<file path="src/rtl/edu_tpu_pkg.sv">
// Shared constants for the Wishbone systolic TPU: register offsets, FSM states,
// STATUS bit positions and the RUN length of an N x N array.
package edu_tpu_pkg;

  localparam logic [7:0] OFF_CTRL   = 8'h00;
  localparam logic [7:0] OFF_STATUS = 8'h04;
  localparam logic [7:0] OFF_WEIGHT = 8'h08;
  localparam logic [7:0] OFF_INPUT  = 8'h0C;
  localparam logic [7:0] OFF_RESULT = 8'h40;

  localparam int STS_BUSY = 0;
  localparam int STS_DONE = 1;
  localparam int STS_ERR  = 2;
  localparam int STS_SAT  = 3;

  typedef enum logic [1:0] {
    ST_IDLE = 2'd0,
    ST_RUN  = 2'd1,
    ST_DONE = 2'd2
  } state_e;

  // skew-in (N-1) + propagate (N) + drain (N)
  function automatic int run_len(input int n);
    return 3 * n - 1;
  endfunction

endpackage

</file>
<file path="src/rtl/edu_tpu_wb_if.sv">
// Caravel Wishbone slave bundle (everything except clock and reset).
interface edu_tpu_wb_if;
  logic        caravel_wb_stb_i;
  logic        caravel_wb_cyc_i;
  logic        caravel_wb_we_i;
  logic [3:0]  caravel_wb_sel_i;
  logic [31:0] caravel_wb_dat_i;
  logic [31:0] caravel_wb_adr_i;
  logic        caravel_wb_ack_o;
  logic [31:0] caravel_wb_dat_o;

  modport master (
    output caravel_wb_stb_i, caravel_wb_cyc_i, caravel_wb_we_i,
           caravel_wb_sel_i, caravel_wb_dat_i, caravel_wb_adr_i,
    input  caravel_wb_ack_o, caravel_wb_dat_o
  );

  modport slave (
    input  caravel_wb_stb_i, caravel_wb_cyc_i, caravel_wb_we_i,
           caravel_wb_sel_i, caravel_wb_dat_i, caravel_wb_adr_i,
    output caravel_wb_ack_o, caravel_wb_dat_o
  );
endinterface

</file>
<file path="src/rtl/tpu_pe.sv">
// Weight-stationary MAC cell: holds one weight, passes the input rightwards and
// the partial sum downwards. EDU_TPU_SAT_EN selects clamping instead of wrap.
module tpu_pe #(
  parameter int DW   = 8,
  parameter int ACCW = 16
) (
  input  logic            clk_i,
  input  logic            rst_i,
  input  logic            clr_i,
  input  logic            en_i,
  input  logic            w_we_i,
  input  logic [DW-1:0]   w_i,
  input  logic [DW-1:0]   a_i,
  input  logic [ACCW-1:0] psum_i,
  output logic [DW-1:0]   a_o,
  output logic [ACCW-1:0] psum_o,
  output logic [ACCW-1:0] sum_o,
  output logic            sat_o
);
  logic [DW-1:0]   w_q, a_q;
  logic [ACCW-1:0] psum_q;
  logic [2*DW-1:0] prod;

  assign prod = {{DW{1'b0}}, a_i} * {{DW{1'b0}}, w_q};

`ifdef EDU_TPU_SAT_EN
  logic [ACCW:0] wide;
  assign wide  = {1'b0, psum_i} + (ACCW+1)'(prod);
  assign sum_o = wide[ACCW] ? '1 : wide[ACCW-1:0];
  assign sat_o = wide[ACCW];
`else
  assign sum_o = psum_i + ACCW'(prod);
  assign sat_o = 1'b0;
`endif

  always_ff @(posedge clk_i) begin
    if (rst_i) begin
      w_q    <= '0;
      a_q    <= '0;
      psum_q <= '0;
    end else begin
      if (w_we_i) w_q <= w_i;
      if (clr_i) begin
        a_q    <= '0;
        psum_q <= '0;
      end else if (en_i) begin
        a_q    <= a_i;
        psum_q <= sum_o;
      end
    end
  end

  assign a_o    = a_q;
  assign psum_o = psum_q;
endmodule

</file>
<file path="src/rtl/edu_tpu_wb.sv">
// Wishbone-mapped ARRAY_N x ARRAY_N weight-stationary systolic array computing C = A x W.
// Optional EDU_TPU_SAT_EN macro: saturating accumulation plus STATUS SAT flag.
module edu_tpu_wb
  import edu_tpu_pkg::*;
#(
  parameter logic [31:0] BASE_ADDRESS = 32'h3000_0000,
  parameter int          ARRAY_N      = 3,
  parameter int          DW           = 8,
  parameter int          ACCW         = 16
) (
  input  logic        caravel_wb_clk_i,
  input  logic        caravel_wb_rst_i,
  edu_tpu_wb_if.slave wb,
  output logic        irq_o
);
  localparam int NN      = ARRAY_N * ARRAY_N;
  localparam int RUN_LEN = run_len(ARRAY_N);
  localparam int CW      = 5;

  state_e          state_q;
  logic            ack_q, irq_q, hold_q, err_q, sat_q;
  logic [31:0]     dat_q, adr_q, rdata, status;
  logic [4:0]      wcnt_q;
  logic [2:0]      rcnt_q;
  logic [CW-1:0]   run_cnt_q;
  logic [DW-1:0]   a_q     [ARRAY_N][ARRAY_N];
  logic [ACCW-1:0] stage_q [ARRAY_N][ARRAY_N];
  logic [ACCW-1:0] res_q   [NN];

  logic            req, fire, wr, ctrl_wr, do_clear, start_req, start_ok, err_set;
  logic            wgt_wr, wgt_ok, in_wr, in_ok, sat_any, unused_bits;
  logic [7:0]      off;
  int              run_t;

  logic [DW-1:0]   feed  [ARRAY_N];
  logic [DW-1:0]   a_h   [ARRAY_N][ARRAY_N+1];
  logic [ACCW-1:0] ps_v  [ARRAY_N+1][ARRAY_N];
  logic [ACCW-1:0] sum_w [ARRAY_N][ARRAY_N];
  logic            sat_w [ARRAY_N][ARRAY_N];

  // a held strobe on the same address is the request already served
  assign req  = wb.caravel_wb_stb_i && wb.caravel_wb_cyc_i &&
                (wb.caravel_wb_adr_i[31:8] == BASE_ADDRESS[31:8]);
  assign fire = req && !(hold_q && (wb.caravel_wb_adr_i == adr_q));
  assign off  = {wb.caravel_wb_adr_i[7:2], 2'b00};
  assign wr   = fire && wb.caravel_wb_we_i;

  assign ctrl_wr   = wr && (off == OFF_CTRL);
  assign do_clear  = ctrl_wr && wb.caravel_wb_dat_i[1];
  assign start_req = ctrl_wr && wb.caravel_wb_dat_i[0] && !wb.caravel_wb_dat_i[1];
  assign start_ok  = start_req && ((state_q == ST_DONE) ||
                     (state_q == ST_IDLE && wcnt_q == 5'(NN) && rcnt_q == 3'(ARRAY_N)));
  assign wgt_wr    = wr && (off == OFF_WEIGHT);
  assign wgt_ok    = wgt_wr && (state_q == ST_IDLE) && (wcnt_q != 5'(NN));
  assign in_wr     = wr && (off == OFF_INPUT);
  assign in_ok     = in_wr && (state_q == ST_IDLE) && (rcnt_q != 3'(ARRAY_N));
  assign err_set   = (start_req && !start_ok) || (wgt_wr && !wgt_ok) || (in_wr && !in_ok);
  assign run_t     = RUN_LEN - 1 - int'(run_cnt_q);

  always_comb begin
    status = '0;
    status[STS_BUSY] = (state_q == ST_RUN);
    status[STS_DONE] = (state_q == ST_DONE);
    status[STS_ERR]  = err_q;
    status[STS_SAT]  = sat_q;
    status[11:8]     = wcnt_q[3:0];
    status[19:16]    = {1'b0, rcnt_q};
    rdata = '0;
    if (off == OFF_STATUS) rdata = status;
    for (int k = 0; k < NN; k++)
      if (off == OFF_RESULT + 8'(4 * k)) rdata = 32'(res_q[k]);
  end

  // row k of the array sees column k of A, delayed k cycles
  always_comb begin
    for (int k = 0; k < ARRAY_N; k++) begin
      feed[k] = '0;
      for (int r = 0; r < ARRAY_N; r++)
        if (run_t == r + k) feed[k] = a_q[r][k];
    end
  end

  for (genvar k = 0; k < ARRAY_N; k++) begin : g_row
    assign a_h[k][0] = feed[k];
    for (genvar c = 0; c < ARRAY_N; c++) begin : g_col
      if (k == 0) begin : g_top
        assign ps_v[0][c] = '0;
      end
      tpu_pe #(.DW(DW), .ACCW(ACCW)) u_pe (
        .clk_i  (caravel_wb_clk_i),
        .rst_i  (caravel_wb_rst_i),
        .clr_i  (start_ok),
        .en_i   (state_q == ST_RUN),
        .w_we_i (wgt_ok && (wcnt_q == 5'(k * ARRAY_N + c))),
        .w_i    (wb.caravel_wb_dat_i[DW-1:0]),
        .a_i    (a_h[k][c]),
        .psum_i (ps_v[k][c]),
        .a_o    (a_h[k][c+1]),
        .psum_o (ps_v[k+1][c]),
        .sum_o  (sum_w[k][c]),
        .sat_o  (sat_w[k][c])
      );
    end
  end

  always_comb begin
    sat_any     = 1'b0;
    unused_bits = ^{wb.caravel_wb_sel_i, wb.caravel_wb_adr_i[1:0], wb.caravel_wb_dat_i};
    for (int k = 0; k < ARRAY_N; k++) begin
      unused_bits = unused_bits ^ (^a_h[k][ARRAY_N]) ^ (^ps_v[ARRAY_N][k]);
      for (int c = 0; c < ARRAY_N; c++) begin
        sat_any     = sat_any | sat_w[k][c];
        unused_bits = unused_bits ^ (^sum_w[k][c]);
      end
    end
  end

  always_ff @(posedge caravel_wb_clk_i) begin
    if (caravel_wb_rst_i) begin
      state_q   <= ST_IDLE;
      ack_q     <= 1'b0;
      irq_q     <= 1'b0;
      hold_q    <= 1'b0;
      err_q     <= 1'b0;
      sat_q     <= 1'b0;
      dat_q     <= '0;
      adr_q     <= '0;
      wcnt_q    <= '0;
      rcnt_q    <= '0;
      run_cnt_q <= '0;
      for (int r = 0; r < ARRAY_N; r++)
        for (int c = 0; c < ARRAY_N; c++) begin
          a_q[r][c]     <= '0;
          stage_q[r][c] <= '0;
        end
      for (int k = 0; k < NN; k++) res_q[k] <= '0;
    end else begin
      ack_q  <= fire;
      dat_q  <= (fire && !wb.caravel_wb_we_i) ? rdata : '0;
      hold_q <= req && (hold_q || fire);
      if (fire) adr_q <= wb.caravel_wb_adr_i;
      if (err_set) err_q <= 1'b1;
      if (wgt_ok) wcnt_q <= wcnt_q + 5'd1;
      if (in_ok) begin
        rcnt_q <= rcnt_q + 3'd1;
        for (int r = 0; r < ARRAY_N; r++)
          for (int j = 0; j < ARRAY_N; j++)
            if (rcnt_q == 3'(r)) a_q[r][j] <= wb.caravel_wb_dat_i[j*DW +: DW];
      end
      if (state_q == ST_RUN) begin
        if (sat_any) sat_q <= 1'b1;
        // C[r][c] leaves the bottom row at run cycle r + c + N - 1
        for (int r = 0; r < ARRAY_N; r++)
          for (int c = 0; c < ARRAY_N; c++)
            if (run_t == r + c + ARRAY_N - 1) stage_q[r][c] <= sum_w[ARRAY_N-1][c];
        if (run_cnt_q == '0) begin
          state_q <= ST_DONE;
          irq_q   <= 1'b1;
          if (!do_clear)
            for (int r = 0; r < ARRAY_N; r++)
              for (int c = 0; c < ARRAY_N; c++) res_q[r*ARRAY_N + c] <= stage_q[r][c];
        end else begin
          run_cnt_q <= run_cnt_q - CW'(1);
        end
      end
      if (start_ok) begin
        state_q   <= ST_RUN;
        irq_q     <= 1'b0;
        run_cnt_q <= CW'(RUN_LEN - 1);
      end
      if (do_clear) begin
        state_q <= ST_IDLE;
        irq_q   <= 1'b0;
        wcnt_q  <= '0;
        rcnt_q  <= '0;
        err_q   <= 1'b0;
        sat_q   <= 1'b0;
      end
    end
  end

  assign wb.caravel_wb_ack_o = ack_q;
  assign wb.caravel_wb_dat_o = dat_q;
  assign irq_o               = irq_q;
endmodule
</file>
<file path="src/flat_wrapper.sv">
// flat-port wrapper written by rule: the top's interface ports become plain ports
module edu_tpu_wb_flat import edu_tpu_pkg::*;
#(
  parameter logic [31:0] BASE_ADDRESS = 32'h3000_0000,
  parameter int          ARRAY_N      = 3,
  parameter int          DW           = 8,
  parameter int          ACCW         = 16
)
  (caravel_wb_clk_i, caravel_wb_rst_i, irq_o, wb_caravel_wb_stb_i, wb_caravel_wb_cyc_i, wb_caravel_wb_we_i, wb_caravel_wb_sel_i, wb_caravel_wb_dat_i, wb_caravel_wb_adr_i, wb_caravel_wb_ack_o, wb_caravel_wb_dat_o);
  edu_tpu_wb_if wb_i ();
  input  logic caravel_wb_clk_i;
  input  logic caravel_wb_rst_i;
  output logic irq_o;
  input wire logic [$bits(wb_i.caravel_wb_stb_i)-1:0] wb_caravel_wb_stb_i;
  input wire logic [$bits(wb_i.caravel_wb_cyc_i)-1:0] wb_caravel_wb_cyc_i;
  input wire logic [$bits(wb_i.caravel_wb_we_i)-1:0] wb_caravel_wb_we_i;
  input wire logic [$bits(wb_i.caravel_wb_sel_i)-1:0] wb_caravel_wb_sel_i;
  input wire logic [$bits(wb_i.caravel_wb_dat_i)-1:0] wb_caravel_wb_dat_i;
  input wire logic [$bits(wb_i.caravel_wb_adr_i)-1:0] wb_caravel_wb_adr_i;
  output wire logic [$bits(wb_i.caravel_wb_ack_o)-1:0] wb_caravel_wb_ack_o;
  output wire logic [$bits(wb_i.caravel_wb_dat_o)-1:0] wb_caravel_wb_dat_o;
  assign wb_i.caravel_wb_stb_i = wb_caravel_wb_stb_i;
  assign wb_i.caravel_wb_cyc_i = wb_caravel_wb_cyc_i;
  assign wb_i.caravel_wb_we_i = wb_caravel_wb_we_i;
  assign wb_i.caravel_wb_sel_i = wb_caravel_wb_sel_i;
  assign wb_i.caravel_wb_dat_i = wb_caravel_wb_dat_i;
  assign wb_i.caravel_wb_adr_i = wb_caravel_wb_adr_i;
  assign wb_caravel_wb_ack_o = wb_i.caravel_wb_ack_o;
  assign wb_caravel_wb_dat_o = wb_i.caravel_wb_dat_o;
  edu_tpu_wb #(.BASE_ADDRESS(BASE_ADDRESS), .ARRAY_N(ARRAY_N), .DW(DW), .ACCW(ACCW)) u_core (.caravel_wb_clk_i(caravel_wb_clk_i), .caravel_wb_rst_i(caravel_wb_rst_i), .wb(wb_i), .irq_o(irq_o));
endmodule
</file>
<file path="config.mk">
export PLATFORM = sky130hd
export DESIGN_NAME = edu_tpu_wb_flat
export DESIGN_NICKNAME = d
export VERILOG_FILES = /design/src/rtl/edu_tpu_pkg.sv /design/src/rtl/edu_tpu_wb_if.sv /design/src/rtl/tpu_pe.sv /design/src/rtl/edu_tpu_wb.sv /design/src/flat_wrapper.sv
export SDC_FILE = /design/constraint.sdc
export NUM_CORES = 2
export LEC_CHECK = 0
export ABC_CLOCK_PERIOD_IN_PS = 22000
export CORE_AREA = 3 3 271 273
export DETAILED_ROUTE_END_ITERATION = 10
export DIE_AREA = 0 0 274 276
export PLACE_DENSITY = 0.82
export SYNTH_ARGS = -nofsm -noshare
export SYNTH_HDL_FRONTEND = slang
export SYNTH_SLANG_ARGS = --single-unit
</file>
<file path="constraint.sdc">
create_clock -name caravel_wb_clk_i -period 22 [get_ports caravel_wb_clk_i]
set_input_delay 4.4 -clock caravel_wb_clk_i [delete_from_list [all_inputs] [get_ports caravel_wb_clk_i]]
set_output_delay 4.4 -clock caravel_wb_clk_i [all_outputs]
set_load 0.01 [all_outputs]
</file>
==> flow_summary.toml <==
[status]
status = "complete, no violations"

[critical_path]
path_buf_inv = 4
end_kind = "flip-flop"
reg2reg_from = "u_core.run_cnt_q[1]$_SDFFE_PP0P_"
crit_type = "primary input to flip-flop"
crit_start = "wb_caravel_wb_adr_i[3]"
arrival_ns = 8.70
critPathTopFamily = "buffers and inverters"
cpMaxStageDelayCell = "buf_4"
slowest_delay_ns = 0.86
required_ns = 22.23
cp_max_fo = 86
startpoint_type = "primary input"
path_cells = "clkdlybuf4s50_1 > buf_4 > xor2_1 > or4_1 > nor4_1 > a311o_1 > nor2_1 > o21bai_4 > buf_4 > buf_4"
cp_common_cell = "buf_4"

[placement]
pre_cts_slack_ns = 12.92
gp_congestion = 0.953
placed_cells = 5570
portBuffers = 81
place_area_mm2 = 0.0474
hpwlAfterDp_um = 75400

[cells_and_area]
stdcell_count = 5696
drive_gt1_share_pct = 3.98
multiInputGateArea_mm2 = 0.0261
fin_area_mm2 = 0.0498
final_util_pct = 69.7
regArea_mm2 = 0.0165
final_nets = 5503
n_fill_cell = 5175
syn_to_final_growth_pct = 8.20

[routing]
first_pass_iters = 9
wl_per_cell_um = 18.3
routed_wl_um = 104000
routed_via_density = 5.64
drt_iter0_markers = 2474
postRouteAntennaNets = 0
vias = 32100
drc = 0

[global_routing]
grt_max_degree = 145
grt_pass1_wl_um = 169000
antenna_found_initial = 2
grt_usage_pct = 28.0
grt_pass1_vias = 32800
grt_remaining_overflow = 0

[timing]
finalClockSkew_ns = 0.0247
rsz0062_at_grt = "no"
post-route-min-period_ns = 8.47
setup_violations = 0
setup_slack_ns = 13.53
slew_viol_final = 0
fin_hold_ws_ns = 0.449
slew_headroom_pct = 20.1
min_period_over_period_pct = 38.5
final-hold-violation-count = 0
fmax_ghz = 0.118
timing.setup.tns_ns = 0
worstMarginPinSlew_ns = 1.20

[clock_network]
h-tree-depth = 3
cts_buffer_depth = 3
clockRootBuffer = "clkbuf_16"
clock_sinks = 645
cts_resized = 0
insertion_delay_ns = 0.61
cts_hold_buf = 0
cts_buffers = 68
cts_tree = "done"
cts_setup_buffers = 0
path_clk_slew_ns = 0.06

[floorplanning]
die-area_mm2 = 0.0756
fp.dieW_um = 274
rows = 98
pin_count = 107
die-height_um = 276
initial_core_util_pct = 64.5
core-area_mm2 = 0.0714

[pwr]
p_sw_uw = 549
seqPwrFrac_pct = 50.7
power.density_mw_per_mm2 = 51.5
p_total_mw = 2.56
internal-power_mw = 2.01
p_sw_share_pct = 21.4
max-vdd-ir-drop_uv = 58.1
clkPwrFrac_pct = 46.7
p_leak_nw = 21.6
combPwrFrac_pct = 2.6

[worst_hold_path]
hp-start = "u_core.g_row[1].g_col[1].u_pe.psum_o[7]$_SDFFE_PP0P_"
min_path_type = "flip-flop to flip-flop"

[run]
maxCapViolations = 0

[yosys]
synth_seq_cells = 645
synthTopCellsByCount = "inv_1, and2_1, nand2_1"
synth_edf_count = 360
ys_warn_count = 0
synth_top_area_share_pct = 23.5
syn_inst = 4719
syn_avg_cell_area_um2 = 9.75
async_flop_share_pct = 0
synth.distinct_cells = 75
synth_area_leader_cell = "edfxtp_1"
yosysMostFrequentCell = "inv_1"
syn_area_mm2 = 0.0460
ys_seq_area_share_pct = 35.9
ys.flop_type = "edfxtp_1"
ys_top_cells_by_area = "edfxtp_1, fa_1, dfxtp_1"
[layer usage]
layer,GRT usage (%),routed length (um)
met4,12.4,4910
met5,0,0
met1,34.8,40600
met2,48.7,51800
met3,3.79,6710
[worst min-delay path: stages (launching register included)]
cell and delay (ns):
dfxtp_1 0.30, nand2_1 0.05, a21oi_1 0.05
[kinds of logic (layout without fill, tap and decap cells)]
family                   after synthesis  in the layout  synth area share [%]
AND/OR/NAND/NOR                     1748           1748                  18.6
buffers and inverters                900            914                  7.62
adder cells (fa/ha/maj)              740            740                  26.8
flip-flops                           645            645                  35.9
AO/OA/AOI/OAI                        455            455                  6.32
XOR/XNOR                             134            134                  2.55
multiplexers                          96             96                  2.19
other                                  1             14               0.00815
[path summary, 6_finish.rpt]
check,endpoint,slack (ns),cells after the start
setup / recovery,u_core.res_q[0][112]$_SDFFCE_PN0P_,13.53,10
hold / removal,u_core.g_row[1].g_col[1].u_pe.psum_o[7]$_SDFFE_PP0P_,0.45,2
setup reg to reg,u_core.g_row[1].g_col[0].u_pe.psum_o[15]$_SDFFE_PP0P_,15.09,25
hold reg to reg,u_core.g_row[1].g_col[1].u_pe.psum_o[7]$_SDFFE_PP0P_,0.45,2
[flip-flops by register name, indices dropped and copies added, names as in the netlist, 19 cells and up]
name                            flops
u_core.a_q                         72
u_core.stage_q                    144
u_core.res_q                      144
u_core.adr_q                       32
u_core.g_row.g_col.u_pe.psum_o     96
u_core.g_row.g_col.u_pe.w_q        72
u_core.wb.caravel_wb_dat_o         19
u_core.g_row.g_col.u_pe.a_o        48
[layout by cell type, fill, tap and decap left out, types with 14 or more instances in the layout]
master and count:
o21ai_0 50, nor2b_1 16, buf_4 35, or3_1 22
o41ai_1 14, nand2_1 550, inv_1 673, a22oi_1 46
nand3_1 38, edfxtp_1 360, o21a_1 22, xnor2_1 90
a31oi_1 17, clkbuf_16 68, nor2_1 391, and2_1 559
and3_1 19, dfxtp_1 285, nor3_1 71, a211oi_1 28
a21oi_1 177, clkdlybuf4s50_1 80, mux2i_1 85, xor2_1 44
fa_1 408, o211ai_1 14, ha_1 332, nand2b_1 22
[power groups by stage]
stage               registers, mW  clock network [mW]  logic [mW]
floorplan                    1.32                   0      0.0335
global placement             1.32                   0      0.0653
detailed placement           1.32                   0      0.0661
CTS                          1.30                1.21      0.0664
global route                 1.30                1.26      0.0703
finish                       1.30                1.20      0.0669
[layout make-up]
type,count,share of cell area (%)
repair buffers,115,2.14
clock inverters,37,0.940
flip-flops and latches,645,33.2
well taps,950,2.39
multi-input cells,3186,52.5
diodes,1,0.00503
inverters,674,5.08
clock buffers,88,3.75
(Power assumes the default switching activity.)
